### src/rtl/cpu_bus_pkg.sv
// Shared encodings for the CPU bus slave terminator.
package cpu_bus_pkg;

  localparam logic [2:0] ST_IDLE   = 3'd0;
  localparam logic [2:0] ST_STROBE = 3'd1;
  localparam logic [2:0] ST_WAIT   = 3'd2;
  localparam logic [2:0] ST_TERM   = 3'd3;
  localparam logic [2:0] ST_BURST  = 3'd4;
  localparam logic [2:0] ST_HOLD   = 3'd5;
  localparam logic [2:0] ST_ERR    = 3'd6;

  typedef enum logic [2:0] {
    S_IDLE   = ST_IDLE,
    S_STROBE = ST_STROBE,
    S_WAIT   = ST_WAIT,
    S_TERM   = ST_TERM,
    S_BURST  = ST_BURST,
    S_HOLD   = ST_HOLD,
    S_ERR    = ST_ERR
  } term_state_e;

  // DSACK_ encodings: both low = 32-bit port, both high = no termination.
  localparam logic [1:0] DSACK_32   = 2'b00;
  localparam logic [1:0] DSACK_NONE = 2'b11;

  localparam int         BURST_BEATS = 4;
  localparam logic [1:0] LAST_BEAT   = 2'(BURST_BEATS - 1);

endpackage

### src/rtl/as_sync.sv
// Two-flop synchroniser for active-low asynchronous CPU strobes; resets to the negated level.
module as_sync (
  input  logic clk_i,
  input  logic rst_i,
  input  logic d_i,
  output logic q_o
);

  logic [1:0] sync_q;

  // Shift the raw strobe through two flops; reset to 1 so nothing looks asserted.
  always_ff @(posedge clk_i or posedge rst_i) begin
    if (rst_i) sync_q <= 2'b11;
    else       sync_q <= {sync_q[0], d_i};
  end

  assign q_o = sync_q[1];

endmodule

### src/rtl/cpu_term_gen.sv
// Slave-side 68030 bus cycle terminator: strobes the backend and answers with
// DSACK_/STERM_ (with CBACK_ bursts) or BERR_ when the backend never responds.
module cpu_term_gen
  import cpu_bus_pkg::*;
#(
  parameter int WAIT_STATES = 1,
  parameter int TIMEOUT     = 63
) (
  input  logic       SCLK,
  input  logic       RST,
  input  logic       AS_,
  input  logic       RW,
  input  logic       SEL,
  input  logic [1:0] A32,
  input  logic       SYNC_EN,
  input  logic       CBREQ_,
  input  logic       BE_ACK,
  output logic       RD_STB,
  output logic       WR_STB,
  output logic [1:0] BEAT,
  output logic       DOE,
  output logic [1:0] DSACK_,
  output logic       STERM_,
  output logic       CBACK_,
  output logic       BERR_
);

  logic as_s, cbreq_s;

  as_sync u_as_sync (
    .clk_i(SCLK),
    .rst_i(RST),
    .d_i  (AS_),
    .q_o  (as_s)
  );

  as_sync u_cbreq_sync (
    .clk_i(SCLK),
    .rst_i(RST),
    .d_i  (CBREQ_),
    .q_o  (cbreq_s)
  );

  term_state_e state_q, state_d;
  logic [7:0]  cnt_q, cnt_d;
  logic [1:0]  bidx_q, bidx_d;     // beats completed within this burst
  logic [1:0]  beat_q, beat_d;     // long-word index presented on BEAT
  logic        sync_q, sync_d;
  logic        burst_q, burst_d;   // burst still wanted by the CPU
  logic        pend_q, pend_d;     // BE_ACK seen before wait states elapsed
  logic        rd_stb_q, rd_stb_d;
  logic        wr_stb_q, wr_stb_d;
  logic        doe_q, doe_d;
  logic [1:0]  dsack_q, dsack_d;
  logic        sterm_q, sterm_d;
  logic        cback_q, cback_d;
  logic        berr_q, berr_d;

  logic elapsed_ok, timeout_hit, burst_stop;

  // The strobe cycle counts toward the wait, so cnt+1 is the cycles since strobe.
  assign elapsed_ok  = ({1'b0, cnt_q} + 9'd1) >= 9'(WAIT_STATES);
  assign timeout_hit = (cnt_q == 8'(TIMEOUT));
  assign burst_stop  = cbreq_s | ~burst_q;

  // Next-state and registered-output computation.
  always_comb begin
    state_d  = state_q;
    cnt_d    = cnt_q;
    bidx_d   = bidx_q;
    beat_d   = beat_q;
    sync_d   = sync_q;
    burst_d  = burst_q;
    pend_d   = pend_q;
    rd_stb_d = 1'b0;
    wr_stb_d = 1'b0;
    sterm_d  = 1'b1;
    doe_d    = doe_q;
    dsack_d  = dsack_q;
    cback_d  = cback_q;
    berr_d   = berr_q;

    unique case (state_q)
      S_IDLE: begin
        dsack_d = DSACK_NONE;
        cback_d = 1'b1;
        berr_d  = 1'b1;
        doe_d   = 1'b0;
        if (!as_s && SEL) begin
          state_d  = S_STROBE;
          sync_d   = SYNC_EN;
          beat_d   = A32;
          bidx_d   = '0;
          pend_d   = 1'b0;
          burst_d  = SYNC_EN & RW & ~cbreq_s;
          rd_stb_d = RW;
          wr_stb_d = ~RW;
          doe_d    = RW;
        end
      end

      S_STROBE: begin
        if (as_s) begin
          state_d = S_IDLE;
          doe_d   = 1'b0;
        end else begin
          state_d = S_WAIT;
          cnt_d   = '0;
          pend_d  = BE_ACK;
        end
      end

      S_WAIT: begin
        if (as_s) begin
          state_d = S_IDLE;
          doe_d   = 1'b0;
        end else if ((BE_ACK || pend_q) && elapsed_ok) begin
          // Acknowledge beats the timeout when both land on the same cycle.
          state_d = S_TERM;
          if (sync_q) begin
            sterm_d = 1'b0;
            cback_d = ~(burst_q & ~cbreq_s);
            burst_d = burst_q & ~cbreq_s;
          end else begin
            dsack_d = DSACK_32;
          end
        end else if (timeout_hit) begin
          state_d = S_ERR;
          berr_d  = 1'b0;
          doe_d   = 1'b0;
        end else begin
          cnt_d = cnt_q + 8'd1;
          if (BE_ACK) pend_d = 1'b1;
        end
      end

      S_TERM: begin
        if (burst_q && (bidx_q != LAST_BEAT) && !cbreq_s) begin
          state_d  = S_BURST;
          beat_d   = beat_q + 2'd1;
          bidx_d   = bidx_q + 2'd1;
          rd_stb_d = 1'b1;
          cnt_d    = '0;
        end else begin
          state_d = S_HOLD;
          cback_d = 1'b1;
        end
      end

      S_BURST: begin
        if (as_s) begin
          state_d = S_IDLE;
          doe_d   = 1'b0;
          cback_d = 1'b1;
        end else if (BE_ACK) begin
          // CBACK_ rides with STERM_ except on the last beat or once the CPU gave up.
          state_d = S_TERM;
          sterm_d = 1'b0;
          cback_d = burst_stop | (bidx_q == LAST_BEAT);
          burst_d = ~burst_stop;
        end else if (timeout_hit) begin
          state_d = S_ERR;
          berr_d  = 1'b0;
          doe_d   = 1'b0;
          cback_d = 1'b1;
        end else begin
          cnt_d = cnt_q + 8'd1;
          if (burst_stop) begin
            cback_d = 1'b1;
            burst_d = 1'b0;
          end
        end
      end

      S_HOLD: begin
        if (as_s) begin
          state_d = S_IDLE;
          dsack_d = DSACK_NONE;
          doe_d   = 1'b0;
          cback_d = 1'b1;
        end
      end

      S_ERR: begin
        if (as_s) begin
          state_d = S_IDLE;
          berr_d  = 1'b1;
        end
      end

      default: state_d = S_IDLE;
    endcase
  end

  // State, counters and all bus outputs registered; reset releases the bus immediately.
  always_ff @(posedge SCLK or posedge RST) begin
    if (RST) begin
      state_q  <= S_IDLE;
      cnt_q    <= '0;
      bidx_q   <= '0;
      beat_q   <= '0;
      sync_q   <= 1'b0;
      burst_q  <= 1'b0;
      pend_q   <= 1'b0;
      rd_stb_q <= 1'b0;
      wr_stb_q <= 1'b0;
      doe_q    <= 1'b0;
      dsack_q  <= DSACK_NONE;
      sterm_q  <= 1'b1;
      cback_q  <= 1'b1;
      berr_q   <= 1'b1;
    end else begin
      state_q  <= state_d;
      cnt_q    <= cnt_d;
      bidx_q   <= bidx_d;
      beat_q   <= beat_d;
      sync_q   <= sync_d;
      burst_q  <= burst_d;
      pend_q   <= pend_d;
      rd_stb_q <= rd_stb_d;
      wr_stb_q <= wr_stb_d;
      doe_q    <= doe_d;
      dsack_q  <= dsack_d;
      sterm_q  <= sterm_d;
      cback_q  <= cback_d;
      berr_q   <= berr_d;
    end
  end

  assign RD_STB = rd_stb_q;
  assign WR_STB = wr_stb_q;
  assign BEAT   = beat_q;
  assign DOE    = doe_q;
  assign DSACK_ = dsack_q;
  assign STERM_ = sterm_q;
  assign CBACK_ = cback_q;
  assign BERR_  = berr_q;

endmodule

### config.mk
export PLATFORM = sky130hd
export DESIGN_NAME = cpu_term_gen
export DESIGN_NICKNAME = d
export VERILOG_FILES = /design/src/rtl/cpu_bus_pkg.sv /design/src/rtl/as_sync.sv /design/src/rtl/cpu_term_gen.sv
export SDC_FILE = /design/constraint.sdc
export NUM_CORES = 1
export LEC_CHECK = 0
export ABC_AREA = 1
export BUFFER_PORTS_ARGS = -buffer_cell sky130_fd_sc_hd__buf_2
export CAP_MARGIN = 20
export CORE_MARGIN = 1.5
export CORE_UTILIZATION = 35
export CTS_CLUSTER_DIAMETER = 50
export CTS_CLUSTER_SIZE = 28
export DETAILED_ROUTE_END_ITERATION = 8
export GPL_TIMING_DRIVEN = 0
export PLACE_DENSITY_LB_ADDON = 0.3
export SKIP_LAST_GASP = 1
export SYNTH_ARGS = -nofsm -noshare
export SYNTH_HDL_FRONTEND = slang
export SYNTH_HIERARCHICAL = 1
export SYNTH_SLANG_ARGS = --single-unit
export TNS_END_PERCENT = 30
### constraint.sdc
create_clock -name SCLK -period 2.35 [get_ports SCLK]
set_input_delay 0.1175 -clock SCLK [delete_from_list [all_inputs] [get_ports SCLK]]
set_output_delay 0.1175 -clock SCLK [all_outputs]
set_load 0.05 [all_outputs]
* Word-level counts from Yosys, hierarchy flattened *
Cells that the tools add are included.

storage, ports and cells
  register bits after elaboration = 30
  bits in latches = 0
  bits in writable memories = 0
  ROM bits = 0
  logic and storage cells = 169
  memories = 0

operators by class
  add/subtract/negate cells = 4
  multiply operators = 0
  div/mod/pow operators = 0
  order comparisons = 1
  eq/ne operators = 31
  shift-type cells = 0
  mux-type cells = 79
  bitwise operators = 10
  reduce and logical (&&, ||, !) cells = 28

operators with widths
  kind                                                               number
  2-to-1 mux 8 bit                                                   7
  2-to-1 mux 1 bit                                                   44
  one-hot mux 8 bit (4 select lines)                                 1
  inequality test 2 bit, second input constant                       14
  2-to-1 mux 3 bit                                                   7
  AND reduction 7 bit                                                3
  2-to-1 mux 2 bit                                                   9
  one-hot mux 3 bit (6 select lines)                                 1
  nonzero test 4 bit                                                 3
  adder 8 x 1 -> 9 bit, second input constant                        1
  equality test 3 bit, second input constant                         3
  greater-or-equal comparator 9 x 1 -> 1 bit, second input constant  1
  nonzero test 3 bit                                                 3
  adder 8 x 1 -> 8 bit, second input constant                        1
  equality test 8 x 6 -> 1 bit, second input constant                1
  inequality test 2 x 1 -> 1 bit, second input constant              4
  one-hot mux 1 bit (4 select lines)                                 2
  one-hot mux 2 bit (2 select lines)                                 2
  AND reduction 8 bit                                                1
  equality test 3 x 2 -> 1 bit, second input constant                2
  inequality test 3 x 2 -> 1 bit, second input constant              2
  inequality test 3 bit, second input constant                       2
  one-hot mux 1 bit (3 select lines)                                 2
  one-hot mux 2 bit (3 select lines)                                 1
  21 further kinds                                                   36

* Logic depth before layout (Yosys ltp) *
Gate-level depths: netlist of the first run.

  depth after elaboration = 7
  gate-level depth with buffers = 14

* Cells and area by module *
Netlist of the first run, hierarchy kept.

by module, submodules not included
  module        times used  cells an instance  area an instance (µm²)  sequential area each (µm²)
  cpu_term_gen  1           248                1695.4                  630.6
  as_sync       2           3                  56.3                    52.6

* Worst setup path after synthesis of the first run *
No wires, ideal clock.

  path type = reg-to-reg
  from = register cnt_q[0]
  to = register doe_q, in the netlist DOE
  setup time = 0.119 ns
  arrival time = 1.598 ns
  data required time = 2.231 ns
  path slack = 0.632 ns
  cell stages (with the launch flop) = 13
  path through = dfrtp_1 -> inv_1 -> ha_1 -> nor3_1 -> nand3_1 -> nor2_1 -> nand3_1 -> nand3_2 -> nand2_1 -> nand2_1 -> nand2_1 -> nand2_1 -> nand2_1

between the ends
  cells in the longest elaborated chain, start to end = 5
  elaborated cells on any way between the ends = 12
  those cells by class = add/sub (1); order compare (1); eq/ne (2); mux (6); reduce/logical (2)

RTL lines
  what                                                                                 RTL line                                source
  start, declared                                                                      cpu_term_gen.sv:45                      logic [7:0] cnt_q, cnt_d;
  start signal, assigned                                                               cpu_term_gen.sv:214                     cnt_q <= cnt_d;
  adder 8 x 1 -> 9 bit or equality test 8 x 6 -> 1 bit (tied branches)                 cpu_term_gen.sv:62, cpu_term_gen.sv:63
  greater-or-equal comparator 9 x 1 -> 1 bit or 2-to-1 mux 1 bit (tied branches)       --
  logical AND 1 bit or 2-to-1 mux 1 bit (tied branches)                                --
  inequality test 3 x 2 -> 1 bit (no line) (tied with other cells)                     --
  AND reduction 4 bit (no line) or one-hot mux 1 bit (4 select lines) (tied branches)  --
  end signal, assigned                                                                 cpu_term_gen.sv:222                     doe_q <= doe_d;
  end, declared                                                                        cpu_term_gen.sv:53                      logic doe_q, doe_d;

Parallel ways exist; a longest one is shown, timed or not. The select of a mux whose other input is x is not followed.
A chain may end at the register's enable or synchronous reset.

* Worst setup path in the final report of the first run *
  from = register cnt_q[0]
  to = register cnt_q[1]

between the ends
  cells in the longest elaborated chain, start to end = 5
  elaborated cells on any way between the ends = 13
  those cells by class = add/sub (2); order compare (1); eq/ne (2); mux (6); reduce/logical (2)

RTL lines
  what                                                                                 RTL line                                                      source
  adder 8 x 1 -> 9 bit (tied with other cells)                                         cpu_term_gen.sv:62                                            assign elapsed_ok = ({1'b0, cnt_q} + 9'd1) >= 9'(WAIT_STATES);
  greater-or-equal comparator 9 x 1 -> 1 bit or 2-to-1 mux 8 bit (tied branches)       cpu_term_gen.sv:62, cpu_term_gen.sv:127, cpu_term_gen.sv:161
  logical AND 1 bit (tied with other cells)                                            cpu_term_gen.sv:117                                           end else if ((BE_ACK || pend_q) && elapsed_ok) begin
  inequality test 2 bit (no line) (tied with other cells)                              --
  AND reduction 7 bit (no line) or one-hot mux 8 bit (4 select lines) (tied branches)  --

Parallel ways exist; a longest one is shown, timed or not. The select of a mux whose other input is x is not followed.

==> impl_metrics.ini, run 1 <==
[status]
status = finished clean

[logic_synthesis]
synth_cells = 254
async_flop_share_pct = 100
synth.distinct_cells = 34
synth_area_mm2 = 0.00181
synth.net_count = 267
synth_largest_area_cell = dfrtp_1
yosysSeqAreaShare_pct = 40.7
yosysTopAreaCellShare_pct = 29.1
synth_edf_count = 0
synthFlopType = dfrtp_1
yosys-top-cells-area = dfrtp_1 29%, nand2_1 17%, dfstp_2 12%
syn_area_per_cell_um2 = 7.12
ys_warn_count = 6
synth_seq_cells = 29

[placement]
place_hpwl_um = 3120
io_buffers = 19
pre_cts_ws_ns = 0.317
gp_congestion = 0.886

[min_path]
min_to = WR_STB
hold_class = in -> reg
hp-start = RW
whs_path_depth = 2

[critical_path]
cp_max_fo = 10
required_ns = 2.57
reg2reg_from = cnt_q[0]
start_kind = flop
rr_worst_depth = 11
crit_type = reg -> reg
r2r_setup_slack_ns = 0.29
reg2reg_to = cnt_q[1]
end_kind = flop
cp.arrival_ns = 2.28

[clock_tree]
cts_tree = built
insertion_delay_ns = 0.28
cts_root_buf = clkbuf_8
htree_levels = 2
cts_inserted_buffers = 5
clock_path_buffers = 2
cts_resized = 0
clkTransAtPathRegs_ns = 0.07
clock-sinks = 29

[global_route]
grt_max_degree = 26
grt_pass1_vias = 1616
gr-total-overflow = 0
grt_pass1_wl_um = 7160
antenna_found_initial = 0
grtUsageTotal_pct = 17.0

[timing]
setup_viol = 0
maxSlewHeadroom_pct = 63.0
final_hold_viol_count = 0
finalSetupTns_ns = 0
period_share_pct = 87.7
fin_skew_ns = 0.00501
slew_viol_final = 0
period_needed_ns = 2.06
rsz0062_at_grt = no
fmax_ghz = 0.485
tightest_slew_ns = 0.554
fin_ws_ns = 0.289

[drt]
drt_iter0_drc = 122
ant_nets = 0
vias = 1677
drc = 0
vias_per_cell = 4.76
dr.pass1.iters = 4
drt-wirelength-per-cell_um = 11.6
routed_wl_um = 4100

[die]
core_area_mm2 = 0.00485
die_height_um = 74.9
rows = 25
die_w_um = 74.9
initial_utilization_pct = 37.3
boundaryPins = 20
design.die.area_mm2 = 0.00561

[power_and_ir_drop]
leakage_nw = 1.11
ir_worst_vdd_mv = 0.465
power.density_mw_per_mm2 = 1160
p_total_w = 0.00249

[finish]
diodes = 0
nets = 297
drive_above_1_share_pct = 20.4
final_common_cell = nand2_1
syn2layout_area_growth_pct = 18.8
most-common-layout-cells = 80 x nand2_1, 34 x inv_1, 23 x nor2_1
fillers = 512

[run]
cap_viol_max_count = 0
[power by group]
group / internal (W) / total (W) / switching, W
registers: 0.000629 / 0.000720 / 0.0000902
clock network: 0.000317 / 0.000526 / 0.000209
logic: 0.000364 / 0.00125 / 0.000883
total: 0.00131 / 0.00249 / 0.00118
[flip-flops by register name, indices dropped and copies added, names as in the netlist, 2 cells and up]
signal,flops
cnt_q,8
state_q,3
BEAT,2
bidx_q,2
u_as_sync/sync_q,2
u_cbreq_sync/sync_q,2
[how the worst max path moves through the flow]
| stage | from | endpoint | slack, ns |
|---|---|---|---|
| after CTS | cnt_q[0] | cnt_q[1] | 0.28 |
| after detailed placement | cnt_q[0] | cnt_q[2] | 0.32 |
| final | cnt_q[0] | cnt_q[1] | 0.29 |
| after global placement | cnt_q[0] | cnt_q[2] | 0.32 |
| after floorplan | cnt_q[0] | DOE | 0.63 |
| after global routing | cnt_q[0] | cnt_q[2] | 0.05 |
[cell type report]
class                   instances  area, um2  share of cell area, %
clock inverters                 3       46.3                   2.16
plain buffers                   2       12.5                  0.583
multi-input cells             184        913                   42.5
flip-flops and latches         29        736                   34.3
well taps                      67       83.8                   3.90
repair buffers                 23        140                   6.53
clock buffers                   5       68.8                   3.21
inverters                      39        146                   6.82
[kinds of logic after synthesis]
group,after synthesis,synth area share [%]
AO/OA/AOI/OAI,39,13.2
adder cells (fa/ha/maj),3,2.08
buffers and inverters,41,8.79
flip-flops,29,40.7
AND/OR/NAND/NOR,142,35.2
[worst max-delay path: stages (launching register included)]
cell	delay [ns]
dfrtp_1	0.42
inv_1	0.11
ha_1	0.32
nor3_1	0.19
nand3_1	0.10
nor2_1	0.14
nand3_1	0.14
nand3_2	0.16
nand2_4	0.14
nor2_8	0.15
nand2_1	0.07
nand2_1	0.07
[routing by layer]
metal,up-vias,wire length [um],track usage [%]
met1,746,2050,23.9
met2,47,1740,24.5
met4,0,76,7.47
met3,8,237,4.69
met5,-,0,0
li1,876,-,-
[synthesized netlist by cell type (all sizes together), types with 3 or more instances]
master / count
nand3: 18
nand4: 4
o21ai: 19
dfrtp: 21
ha: 3
inv: 39
a21oi: 11
dfstp: 8
nor2: 26
nor3: 8
nand2: 84
[stage by stage]
step	cells	utilization (%)	cell area, um2	hold slack [ns]
after detailed placement	340	41.0	1990	0.163
final	352	44.3	2150	0.00735
after CTS	351	44.0	2130	0.00227
after floorplan	254	-	1810	0.0290
after global routing	352	44.3	2150	0.00255
after global placement	340	41.0	1990	0.161
[what timing repair did]
action | 4_1_cts | 5_1_grt
hold buffers | 3 | 0
hold endpoints to repair | 6 | 0
endpoints found under the setup margin | 0 | 0
buffers inserted | 0 | 0
Power figures use the tool's default switching activity.
==> inputs of run 2 (changes only) <==
--- a/config.mk
+++ b/config.mk
@@ -5,7 +5,6 @@
 export SDC_FILE = /design/constraint.sdc
 export NUM_CORES = 1
 export LEC_CHECK = 0
-export ABC_AREA = 1
 export BUFFER_PORTS_ARGS = -buffer_cell sky130_fd_sc_hd__buf_2
 export CAP_MARGIN = 20
 export CORE_MARGIN = 1.5
==> impl_metrics.ini, run 2 <==
[logic_synthesis]
synth_edf_count = 0
yosys-top-cells-area = dfrtp_1 29%, dfstp_2 11%, o21ai_0 4.9%
ys_warn_count = 6
yosysSeqAreaShare_pct = 40.2
synthFlopType = dfrtp_1
synth_seq_cells = 29
synth.distinct_cells = 51
synth_largest_area_cell = dfrtp_1
async_flop_share_pct = 100
yosysTopAreaCellShare_pct = 28.7
synth_area_mm2 = 0.00183
synth_cells = 211
syn_area_per_cell_um2 = 8.68
synth_common_cells = 22 x nand2_1, 22 x nor2_1, 21 x dfrtp_1, 18 x o21ai_0, 14 x a21oi_1
synth.net_count = 224

[clock_tree]
cts_tree = built
clkTransAtPathRegs_ns = 0.07
htree_levels = 2
clock_path_buffers = 2
clock-sinks = 29
insertion_delay_ns = 0.29
cts_root_buf = clkbuf_8
cts_inserted_buffers = 5
post_cts_buffers = 0

[die]
boundaryPins = 20
design.die.area_mm2 = 0.00568
initial_utilization_pct = 36.1
die_height_um = 75.3
core_area_mm2 = 0.00507
rows = 26
die_w_um = 75.3

[finish]
reg_top3 = cnt_q (8), state_q (3)
syn2layout_area_growth_pct = 20.6
drive_above_1_share_pct = 25.1
utilization_pct = 43.5
largest_register_ffs = 8
largest-register = cnt_q
diodes = 0
nets = 255
stdcell_area_mm2 = 0.00221
most-common-layout-cells = 22 x nand2_1, 22 x nor2_1, 21 x dfrtp_1
fillers = 518

[power_and_ir_drop]
leakage_nw = 0.930
p_total_w = 0.00220
ir_worst_vdd_mv = 0.487
power.density_mw_per_mm2 = 997

[critical_path]
cp_max_fo = 7
cp.arrival_ns = 2.46
crit_type = reg -> reg
end_kind = flop
cp_slowest_cell = dfrtp_1
required_ns = 2.52
start_kind = flop
slowest_delay_ns = 0.44
cp_cell_sequence = ha_1 -> and3_2 -> a21oi_1 -> o211ai_1 -> a211oi_1 -> mux2_2

[placement]
gp_congestion = 0.883
place_hpwl_um = 3280
pre_cts_ws_ns = 0.0628
io_buffers = 19
placed_area_mm2 = 0.00201

[timing]
setup_viol = 0
fin_ws_ns = 0.0631
fin_skew_ns = 0.00979
slew_viol_final = 0
fmax_ghz = 0.437
tightest_slew_ns = 0.637
final_hold_viol_count = 0
period_share_pct = 97.3
maxSlewHeadroom_pct = 57.2
rsz0062_at_grt = yes
period_needed_ns = 2.29
finalSetupTns_ns = 0

[global_route]
grtUsageTotal_pct = 17.9
gr-total-overflow = 0
grt_pass1_wl_um = 7530
grt_pass1_vias = 1577
grt_max_degree = 26
antenna_found_initial = 0

[status]
status = finished clean

[min_path]
hold_class = in -> reg

[drt]
drt_iter0_drc = 98
drt-wirelength-per-cell_um = 14.5
drc = 0
vias_per_cell = 5.39
ant_nets = 0
dr.pass1.iters = 4
routed_wl_um = 4540
vias = 1687

[run]
cap_viol_max_count = 0
==> run 2: cell types whose count changed after synthesis, sizes merged, moves of 6 or more <==
cell,delta
o31ai,+6
nand2,-62
nand2b,+8
nand3,-9
inv,-31
clkbuf,+7
o21ai,+6
==> run 2: layout make-up <==
type,instances,area [um2],area share [%]
Buffer,11,71.3,3.23
Clock buffer,6,82.6,3.74
Clock inverter,2,37.5,1.70
Inverter,8,30.0,1.36
Multi-Input combinational cell,163,1000,45.3
Sequential cell,29,736,33.3
Tap cell,70,87.6,3.97
Timing Repair Buffer,24,163,7.37
==> run 2: metal layers <==
layer | global-route usage (%) | up-vias | wire, um
met5 | 0 | - | 0
met4 | 7.94 | 0 | 95
met3 | 3.84 | 10 | 219
met2 | 29.4 | 46 | 2170
met1 | 22.6 | 800 | 2060
li1 | - | 831 | -
==> run 2: through the flow <==
| step | cells | hold slack (ns) |
|---|---|---|
| 6_report | 313 | 0.0418 |
| 5_1_grt | 313 | 0.0741 |
| 4_1_cts | 312 | 0.0314 |
| 3_5_place_dp | 300 | 0.166 |
| 3_3_place_gp | 300 | 0.158 |
| 2_1_floorplan | 211 | 0.0290 |
==> run 2: final timing paths <==
path                                        start  cells after the start  slack (ns)                     end
max reg2reg                              cnt_q[0]                      6        0.06                 burst_q
min in group asynchronous                     RST                      3        0.33              state_q[2]
min reg2reg                u_cbreq_sync/sync_q[0]                      0        0.36  u_cbreq_sync/sync_q[1]
min                                       SYNC_EN                      3        0.04                  sync_q
max in group asynchronous                     RST                      4        1.53               DSACK_[0]
max                                      cnt_q[0]                      6        0.06                 burst_q
==> run 2: cell families (layout without fill, tap and decap cells) <==
logic type / after synthesis / in the layout / synth area share (%)
AO/OA/AOI/OAI: 72 / 72 / 26.0
XOR/XNOR: 2 / 2 / 0.956
adder cells (fa/ha/maj): 3 / 3 / 2.05
buffers and inverters: 19 / 51 / 5.53
flip-flops: 29 / 29 / 40.2
AND/OR/NAND/NOR: 84 / 84 / 24.2
multiplexers: 2 / 2 / 1.16
==> run 2: report_power, final <==
group,internal [W],switching [W],leakage (nW)
clock network,0.000345,0.000207,0.0574
logic,0.000326,0.000634,0.505
registers,0.000605,0.0000843,0.368
==> run 2: what timing repair did <==
item | 4_1_cts | 5_1_grt
endpoints found under the hold margin | 7 | 0
resized for setup | 0 | 1
hold buffers | 4 | 0
setup endpoints to repair | 0 | 11
==> run 2: worst max-delay path, delay by kind of cell, from the launching register on <==
kind | cells | cell delay, ns
AO/OA/AOI/OAI | 3 | 0.77
flip-flops | 1 | 0.44
multiplexers | 1 | 0.36
adder cells (fa/ha/maj) | 1 | 0.31
AND/OR/NAND/NOR | 1 | 0.28
